File: src/rtl/dma_burst_sched.sv
// dma_burst_sched: splits one DMA descriptor into 4 KB-safe AXI INCR read bursts and replays
//   each accepted read burst as an equal-length write burst taken from an internal queue.
// Latency: first read request the cycle after descriptor accept; done pulses one cycle after DRAIN.
// Backpressure: reads stall while QDEPTH reads are ahead of writes; valids hold until handshake.
// Ports: desc_* descriptor handshake (desc_ready only in IDLE); rd_req_* / wr_req_* burst request
//   channels; axi_pend_txn / axi_err AXI status; busy / done / err sequencing status.
// Option: define DMA_BURST_STATS_EN to add rd_bursts / wr_bursts handshake counters.
module dma_burst_sched #(
    parameter int ADDR_W     = 32,
    parameter int DATA_BYTES = 64,
    parameter int MAX_BEATS  = 16,
    parameter int QDEPTH     = 8
) (
    input  logic                  clk,
    input  logic                  rst,
    input  logic                  desc_valid,
    output logic                  desc_ready,
    input  logic [ADDR_W-1:0]     desc_src,
    input  logic [ADDR_W-1:0]     desc_dst,
    input  logic [31:0]           desc_bytes,
    output logic                  rd_req_valid,
    input  logic                  rd_req_ready,
    output logic [ADDR_W-1:0]     rd_req_addr,
    output logic [7:0]            rd_req_alen,
    output logic [2:0]            rd_req_size,
    output logic [DATA_BYTES-1:0] rd_req_strb,
    output logic                  wr_req_valid,
    input  logic                  wr_req_ready,
    output logic [ADDR_W-1:0]     wr_req_addr,
    output logic [7:0]            wr_req_alen,
    output logic [2:0]            wr_req_size,
    output logic [DATA_BYTES-1:0] wr_req_strb,
    input  logic                  axi_pend_txn,
    input  logic                  axi_err,
    output logic                  busy,
    output logic                  done,
    output logic                  err
`ifdef DMA_BURST_STATS_EN
    ,
    output logic [15:0]           rd_bursts,
    output logic [15:0]           wr_bursts
`endif
);
    localparam int BSH = $clog2(DATA_BYTES);
    localparam int PW  = (QDEPTH > 1) ? $clog2(QDEPTH) : 1;
    localparam int CW  = $clog2(QDEPTH + 1);

    typedef enum logic [1:0] {S_IDLE, S_RUN, S_DRAIN, S_DONE} state_t;
    state_t state;

    logic [ADDR_W-1:0]     src;       // next read address
    logic [11:0]           rdst;      // destination page offset matching the read position
    logic [ADDR_W-1:0]     dst;       // next write address
    logic [31:0]           rem;       // read beats not yet requested
    logic [BSH-1:0]        tail;      // valid bytes in the final beat, 0 = full beat
    logic [7:0]            q_alen [QDEPTH];
    logic [DATA_BYTES-1:0] q_strb [QDEPTH];
    logic [PW-1:0]         q_rd, q_wr;
    logic [CW-1:0]         q_cnt;
    logic                  rd_pend, wr_pend;  // request shown last cycle but not yet accepted
    logic [31:0]           beats, src_room, dst_room;
    logic                  q_full, q_empty, rd_hs, wr_hs, push, pop;

    // Beats left before each side's next 4 KB page boundary.
    assign src_room = 32'((13'd4096 - {1'b0, src[11:0]}) >> BSH);
    assign dst_room = 32'((13'd4096 - {1'b0, rdst}) >> BSH);

    always_comb begin
        beats = rem;
        if (beats > 32'(MAX_BEATS)) beats = 32'(MAX_BEATS);
        if (beats > src_room)       beats = src_room;
        if (beats > dst_room)       beats = dst_room;
    end

    assign q_full  = (q_cnt == CW'(QDEPTH));
    assign q_empty = (q_cnt == '0);

    // A request shown while not aborted stays up through rd_pend/wr_pend even after
    // the FSM has left RUN, so an abort never withdraws an asserted valid.
    assign rd_req_valid = rd_pend || (state == S_RUN && rem != '0 && !q_full);
    assign wr_req_valid = wr_pend || (state == S_RUN && !q_empty);

    assign rd_req_addr = src;
    assign rd_req_alen = beats[7:0] - 8'd1;
    assign rd_req_size = 3'(BSH);
    assign rd_req_strb = (beats == rem && tail != '0) ? ~({DATA_BYTES{1'b1}} << tail)
                                                      : {DATA_BYTES{1'b1}};
    assign wr_req_addr = dst;
    assign wr_req_alen = q_alen[q_rd];
    assign wr_req_size = 3'(BSH);
    assign wr_req_strb = q_strb[q_rd];

    assign rd_hs = rd_req_valid && rd_req_ready;
    assign wr_hs = wr_req_valid && wr_req_ready;
    // Handshakes completing after an abort only retire the held request.
    assign push  = rd_hs && state == S_RUN;
    assign pop   = wr_hs && state == S_RUN;

    assign desc_ready = (state == S_IDLE);
    assign busy       = (state != S_IDLE);
    assign done       = (state == S_DONE);

    always_ff @(posedge clk) begin
        if (push) begin
            q_alen[q_wr] <= rd_req_alen;
            q_strb[q_wr] <= rd_req_strb;
        end
    end

    always_ff @(posedge clk) begin
        if (rst) begin
            state   <= S_IDLE;
            src     <= '0;
            rdst    <= '0;
            dst     <= '0;
            rem     <= '0;
            tail    <= '0;
            q_rd    <= '0;
            q_wr    <= '0;
            q_cnt   <= '0;
            rd_pend <= 1'b0;
            wr_pend <= 1'b0;
            err     <= 1'b0;
        end else begin
            rd_pend <= rd_req_valid && !rd_req_ready;
            wr_pend <= wr_req_valid && !wr_req_ready;
            if (push) begin
                q_wr <= (q_wr == PW'(QDEPTH - 1)) ? '0 : q_wr + PW'(1);
                src  <= src + (ADDR_W'(beats) << BSH);
                rdst <= rdst + 12'(beats << BSH);
                rem  <= rem - beats;
            end
            if (pop) begin
                q_rd <= (q_rd == PW'(QDEPTH - 1)) ? '0 : q_rd + PW'(1);
                dst  <= dst + ((ADDR_W'(wr_req_alen) + ADDR_W'(1)) << BSH);
            end
            q_cnt <= q_cnt + CW'(push) - CW'(pop);
            if (busy && axi_err) err <= 1'b1;

            case (state)
                S_IDLE: if (desc_valid) begin
                    state <= S_RUN;
                    src   <= desc_src;
                    rdst  <= desc_dst[11:0];
                    dst   <= desc_dst;
                    rem   <= (desc_bytes >> BSH) + 32'(desc_bytes[BSH-1:0] != '0);
                    tail  <= desc_bytes[BSH-1:0];
                    q_rd  <= '0;
                    q_wr  <= '0;
                    q_cnt <= '0;
                    err   <= 1'b0;
                end
                S_RUN: begin
                    if (axi_err) begin
                        state <= S_DRAIN;
                        q_cnt <= '0;          // queued writes are discarded
                    end else if (rem == '0 && q_empty && !wr_req_valid) begin
                        state <= S_DRAIN;
                    end
                end
                S_DRAIN: if (!rd_req_valid && !wr_req_valid && !axi_pend_txn) state <= S_DONE;
                S_DONE:  state <= S_IDLE;
                default: state <= S_IDLE;
            endcase
        end
    end

`ifdef DMA_BURST_STATS_EN
    always_ff @(posedge clk) begin
        if (rst || (state == S_IDLE && desc_valid)) begin
            rd_bursts <= '0;
            wr_bursts <= '0;
        end else begin
            if (rd_hs && rd_bursts != 16'hFFFF) rd_bursts <= rd_bursts + 16'd1;
            if (wr_hs && wr_bursts != 16'hFFFF) wr_bursts <= wr_bursts + 16'd1;
        end
    end
`endif

endmodule

File: config.mk
export PLATFORM = sky130hd
export DESIGN_NAME = dma_burst_sched
export DESIGN_NICKNAME = d
export VERILOG_FILES = /design/src/rtl/dma_burst_sched.sv
export SDC_FILE = /design/constraint.sdc
export NUM_CORES = 1
export LEC_CHECK = 0
export BUFFER_PORTS_ARGS = -buffer_cell sky130_fd_sc_hd__buf_2
export CAP_MARGIN = 25
export CORE_ASPECT_RATIO = 2
export CORE_MARGIN = 1
export CORE_UTILIZATION = 50
export DETAILED_ROUTE_END_ITERATION = 12
export MAX_ROUTING_LAYER = met4
export PLACE_DENSITY = 0.67
export SYNTH_ARGS = -nofsm -noshare
export SYNTH_HDL_FRONTEND = slang
export SYNTH_SLANG_ARGS = --single-unit
File: constraint.sdc
create_clock -name clk -period 18 [get_ports clk]
set_input_delay 3.6 -clock clk [delete_from_list [all_inputs] [get_ports clk]]
set_output_delay 3.6 -clock clk [all_outputs]
set_load 0.1 [all_outputs]
==> results by group, run 1 <==
Setup path
  – Crit path kind: flop to output port
  – CP arrival: slightly above 10 ns
  – CP peak stage delay: 0.93 ns
  – Slowest-stage cell, CP: mux2i_1
  – Setup crit end kind: output port
  – Crit-path max FO: 32
  – Worst Setup Start Kind: flop
  – Register-to-register setup slack: approximately 8.4 ns
  – WP data required: roughly 14 ns

Routing
  – Initial drt markers: roughly 1,300
  – Detailed-route DRC error count: 0
  – Wirelength, routed: between 80 and 90 mm
  – Antenna-violating nets left: 0
  – Wirelength per Cell: 25.1 um
  – Drt pass-1 iters: 5
  – Total number of vias: between 20,000 and 25,000
  – Vias per Instance: roughly 6

Clocking
  – Post-cts gate resize count: 0
  – CTS Root Cell: clkbuf_16
  – Worst-path clk slew: approximately 0.070 ns
  – Clk buf depth: 3
  – H-Tree Depth: 2
  – Worst skew pair latency: roughly 0.64 ns
  – Total CTS buffers: 60
  – CTS tree: built
  – Hold_buf cts: 0
  – CTS sink count: 699
  – Setup Buffers After CTS: 0

STA
  – Fmax: approximately 0.072 GHz
  – Final period util: 0.770
  – Worst-margin pin slew: 1.08 ns
  – Final Setup Violations: 0
  – Setup TNS: 0 ns
  – Worst slew margin: 0.282
  – Slew Limit Fails: 0
  – Fin. Hold Viols: 0
  – Layout Skew: approximately 0.042 ns
  – Unrepaired setup endpoints after global routing: false
  – Final Critical Period: 13.86 ns

GRT
  – Total track usage: 0.276
  – Vias in the first global route: between 20,000 and 25,000
  – Initial antenna violation count: 5
  – First-pass GRT wire length: around 130 mm
  – GRT overflow: 0
  – Largest net degree at the start of global routing: between 90 and 100

Logic synthesis
  – Synth top area cells: edfxtp_1 54%, mux4_2 10%, dfxtp_1 7.6%
  – Synth Warn #: 0
  – Post-synth ARST share: 0
  – Gate Count Post-Synth: about 2,300
  – Cell accounting for the most synthesized area: edfxtp_1
  – Yosys cell types: between 70 and 80
  – Synth Area per Inst: 14.1 sq um
  – Top_reg_cell synth: edfxtp_1
  – EDFF count, synth: around 580
  – Register area share after synthesis: 0.612
  – Post-synth top area share: 0.536
  – Seq cells post-synth: about 700
  – Post-synthesis cell area: 0.0323 sq mm

Floorplanning
  – Die height: around 360 um
  – Die area: 0.0657 sq mm
  – Core area: 0.0638 sq mm
  – # IOs: 323
  – Die width: ~180 um
  – Core Rows: approximately 130
  – Initial Utilization: 0.506

Layout
  – Share of cells above drive strength 1: 0.266
  – Layout fillers: ~5,000
  – Layout area overhead: 15.4%
  – Final core utilization: 0.585
  – Nets@finish: around 2,900
  – Design Area, Final: ~0.037 sq mm

Pwr
  – Max rail drop VDD: roughly 230 uV
  – Pleak: 0.0139 uW
  – P per Cell Area: 171 mW/mm^2

Placement
  – Port Buffer Count: about 320
  – HPWL Detailed: roughly 60 mm
  – Post-DP Area: 0.0349 sq mm
  – Final Wtd Congestion: a little over 0.9

Outcome
  – Status: finished, final reports clean

Flow run
  – Max-Cap Viols: 0

Min path
  – Min-delay worst type: flop to flop
==> layout make-up <==
type	instances	area [sq um]	area share
Tap cell	798	998	0.0268
Multi-Input combinational cell	1459	12000	0.322
Timing Repair Buffer	367	2020	0.0543
Clock inverter	40	573	0.0154
Inverter	70	263	0.00705
Clock buffer	73	1630	0.0438
Sequential cell	699	19800	0.530
Antenna cell	5	12.5	0.000336
==> logic make-up (layout without fill, tap and decap cells) <==
| family | after synthesis | count (layout) | synth area share |
|---|---|---|---|
| multiplexers | 240 | 240 | 0.133 |
| other | 2 | 64 | 0.000233 |
| AO/OA/AOI/OAI | 438 | 438 | 0.0836 |
| XOR/XNOR | 111 | 111 | 0.0303 |
| AND/OR/NAND/NOR | 504 | 504 | 0.0733 |
| flip-flops | 699 | 699 | 0.612 |
| buffers and inverters | 196 | 550 | 0.0249 |
| adder cells (fa/ha/maj) | 107 | 107 | 0.0426 |
==> per-layer routing <==
layer,wire length [um],vias to the layer above,global-route usage
met5,0,-,-
met4,3390,0,0.108
met3,5510,151,0.0477
met2,47800,729,0.507
met1,31500,10500,0.292
li1,-,9489,-
==> flip-flops by register name (all words and copies together) (netlist names) <==
name,cells
err,1
q_strb,512
tail,6
rdst,7
q_cnt,4
wr_req_addr,31
rem,32
rd_pend,1
rd_req_addr,32
q_wr,3
q_alen,64
state,2
q_rd,3
wr_pend,1
==> path summary, 6_finish.rpt <==
kind / from / end / depth (start not counted)
worst max register to register: rem[28] / q_strb[4][12] / 30
worst max-delay path: rem[28] / rd_req_strb[12] / 31
worst min register to register: rd_req_addr[2] / rd_req_addr[2] / 2
worst min-delay path: rd_req_addr[2] / rd_req_addr[2] / 2
==> critical path, delay by kind of cell (launching register included) <==
family                   cells  cell delay (ns)
AO/OA/AOI/OAI               10             3.32
adder cells (fa/ha/maj)      3             0.82
buffers and inverters        7             1.65
flip-flops                   1             0.33
multiplexers                 2             1.30
AND/OR/NAND/NOR              9             2.17
==> cells in the final DEF, fill, tap and decap left out, types with 46 or more instances in the layout <==
cell	count
dfxtp_1	120
buf_4	46
nand2_1	188
ha_1	102
a21oi_1	131
clkbuf_16	61
edfxtp_1	576
nor2_1	108
o21ai_0	96
buf_2	316
mux4_2	144
nand3_1	46
xnor2_1	65
conb_1	59
inv_1	60
mux2_2	69
==> power breakdown <==
| group | total, uW | internal, uW | switching [uW] |
|---|---|---|---|
| combinational | 2860 | 751 | 2110 |
| sequential | 2070 | 1970 | 98.6 |
| clock | 1430 | 814 | 617 |
| total | 6360 | 3530 | 2830 |
==> cells in the mapped netlist, drive strengths merged (11+ instances only) <==
cell type  number
and3           22
a311oi         11
nor2b          13
nor3           34
nand2b         13
xnor2          65
nor2          110
inv            70
xor2           46
dfxtp         123
nand3          46
and2           13
o21ai         129
nand4          14
mux2i          26
buf            41
a21o           31
a21oi         131
mux2           70
a211oi         34
edfxtp        576
clkbuf         85
ha            102
nand2         190
a31oi          20
nor4           18
mux4          144
==> metrics by stage <==
step                      setup WS (ns)  std cells  total power, uW  hold WS, ns
after floorplan                    4.44       2354             4250        0.449
after global placement             4.99       3385             4920        0.452
after detailed placement           4.78       3386             4960        0.464
after CTS                          4.04       3499             6390        0.475
after global routing               3.19       3511             6650        0.497
final                              4.14       3511             6360        0.471
Note: power is estimated with default switching activity, not from simulation.
==> run 2, diff against run 1 <==
==> constraint.sdc (replaced) <==
create_clock -name clk -period 13 [get_ports clk]
set_input_delay 2.6 -clock clk [delete_from_list [all_inputs] [get_ports clk]]
set_output_delay 2.6 -clock clk [all_outputs]
set_load 0.1 [all_outputs]
==> results by group, run 2 (synthesis results as in run 1) <==
Floorplanning
  – Die width: 182 um
  – Core Rows: 131
  – Die height: about 360 um
  – Initial Utilization: 0.506
  – Core area: ~0.064 sq mm
  – # IOs: about 320
  – Die area: 0.0657 sq mm

GRT
  – Initial antenna violation count: 6
  – First-pass GRT wire length: between 100 and 150 mm
  – GRT overflow: 0
  – Total track usage: 0.279
  – Vias in the first global route: 21,600
  – Largest net degree at the start of global routing: 91

Placement
  – Port Buffer Count: between 300 and 400
  – Place WS: 1.08 ns
  – Post-DP Area: ~0.035 sq mm
  – HPWL Detailed: 58.9 mm
  – Final Wtd Congestion: 0.915

STA
  – Fin worst setup slack: between 0.9 and 1 ns
  – Worst-margin pin slew: around 1.2 ns
  – Final Setup Violations: 0
  – Worst slew margin: 0.219
  – Fin. Hold Viols: 0
  – Hold slack: roughly 0.47 ns
  – Layout Skew: roughly 0.020 ns
  – Slew Limit Fails: 0
  – Final period util: 0.927
  – Fmax: roughly 0.083 GHz
  – Final Critical Period: 12.06 ns
  – Unrepaired setup endpoints after global routing: false
  – Setup TNS: 0 ns

Setup path
  – CP arrival: ~9.5 ns
  – CP peak stage delay: 0.74 ns
  – Register-to-register setup slack: 4.24 ns
  – Worst Setup Start Kind: flop
  – Most used cell, CP: inv_2
  – Worst reg-to-reg path cell count: 32
  – Setup crit end kind: output port
  – Crit path kind: flop to output port
  – Slowest-stage cell, CP: a2111oi_1
  – Crit-path max FO: 32
  – WP data required: between 10 and 15 ns
  – Reg2reg start: rem[19]
  – CP startpoint: rem[19]

Clocking
  – CTS Root Cell: clkbuf_16
  – Clk buf depth: 3
  – Setup Buffers After CTS: 0
  – H-Tree Depth: 2
  – Post-cts gate resize count: 0
  – Hold_buf cts: 0
  – Worst-path clk slew: 0.07 ns
  – Worst skew pair latency: around 0.63 ns
  – CTS tree: built
  – Total CTS buffers: 60
  – CTS sink count: 699

Min path
  – Hold Crit Start: wr_req_addr[4]
  – Min-delay worst type: flop to flop
  – Hold Path Stages: 2

Layout
  – Share of cells above drive strength 1: 0.263
  – Most common cell after layout, fill and taps aside: edfxtp_1
  – Largest regs: q_strb: 512 flops, q_alen: 64 flops
  – Final core utilization: 0.581
  – Reg with most FFs: q_strb
  – Commonest non-fill, non-tap cells in the layout: 576 x edfxtp_1, 315 x buf_2, 188 x nand2_1, 144 x mux4_2, 131 x a21oi_1
  – Nets@finish: between 2,000 and 3,000
  – Design Area, Final: about 0.037 sq mm
  – Max reg flops: approximately 510
  – Layout area overhead: 14.7%

Routing
  – Drt pass-1 iters: 5
  – Wirelength, routed: roughly 89 mm
  – Total number of vias: ~21,000
  – Wirelength per Cell: between 20 and 30 um
  – Initial drt markers: 1,430
  – Antenna-violating nets left: 0
  – Detailed-route DRC error count: 0
  – Vias per Instance: 5.99

Pwr
  – Max rail drop VDD: about 300 uV
  – Pleak: about 0.014 uW
  – P per Cell Area: 234 mW/mm^2

Outcome
  – Status: finished, final reports clean

Flow run
  – Max-Cap Viols: 0
## run 2: cell types whose count changed in the layout (fill, tap and decap cells not counted), moves of 2 or more
| cell | before | now |
|---|---|---|
| buf_4 | 46 | 44 |
| inv_6 | 3 | 5 |
| o21ai_1 | 33 | 35 |
| bufinv_16 | 11 | 6 |
| clkinvlp_4 | 5 | 3 |
| clkinv_1 | 2 | 8 |
| o21ai_0 | 96 | 94 |
| clkbuf_1 | 6 | 8 |
| buf_16 | 3 | 0 |
| clkinv_2 | 10 | 12 |
| clkinv_4 | 5 | 3 |
## run 2: final timing paths
kind / endpoint
min: wr_req_addr[4]
max reg2reg: q_strb[6][1]
max: rd_req_strb[1]
min reg2reg: wr_req_addr[4]
## run 2: layer usage
| metal | GRT usage | share of wire |
|---|---|---|
| met1 | 0.298 | 0.35 |
| met2 | 0.507 | 0.54 |
| met3 | 0.0454 | 0.067 |
| met4 | 0.116 | 0.045 |
| met5 | - | 0 |
## run 2: final cells by class
class | count | area [sq um]
clock inverters | 39 | 423
fillers | 5121 | 26700
flip-flops and latches | 699 | 19800
diodes | 5 | 12.5
multi-input cells | 1459 | 12000
inverters | 70 | 263
clock buffers | 73 | 1600
repair buffers | 364 | 1960
well taps | 798 | 998
## run 2: power breakdown
part	leakage, uW	switching, uW	internal [uW]
logic	0.00563	2930	1040
registers	0.00718	132	2730
clock network	0.000987	841	1010
total	0.0138	3900	4770
## run 2: metrics by stage
step / total power, uW / cells
6_report: 8670 / 3507
5_1_grt: 9090 / 3506
4_1_cts: 8700 / 3497
3_5_place_dp: 6850 / 3385
3_3_place_gp: 6800 / 3382
2_1_floorplan: 5890 / 2354
## run 2: critical path: cells and delay by family, from the launching register on
family	cells	cell delay, ns
AO/OA/AOI/OAI	10	3.01
adder cells (fa/ha/maj)	3	0.80
buffers and inverters	8	1.63
flip-flops	1	0.34
multiplexers	1	0.41
AND/OR/NAND/NOR	11	2.60
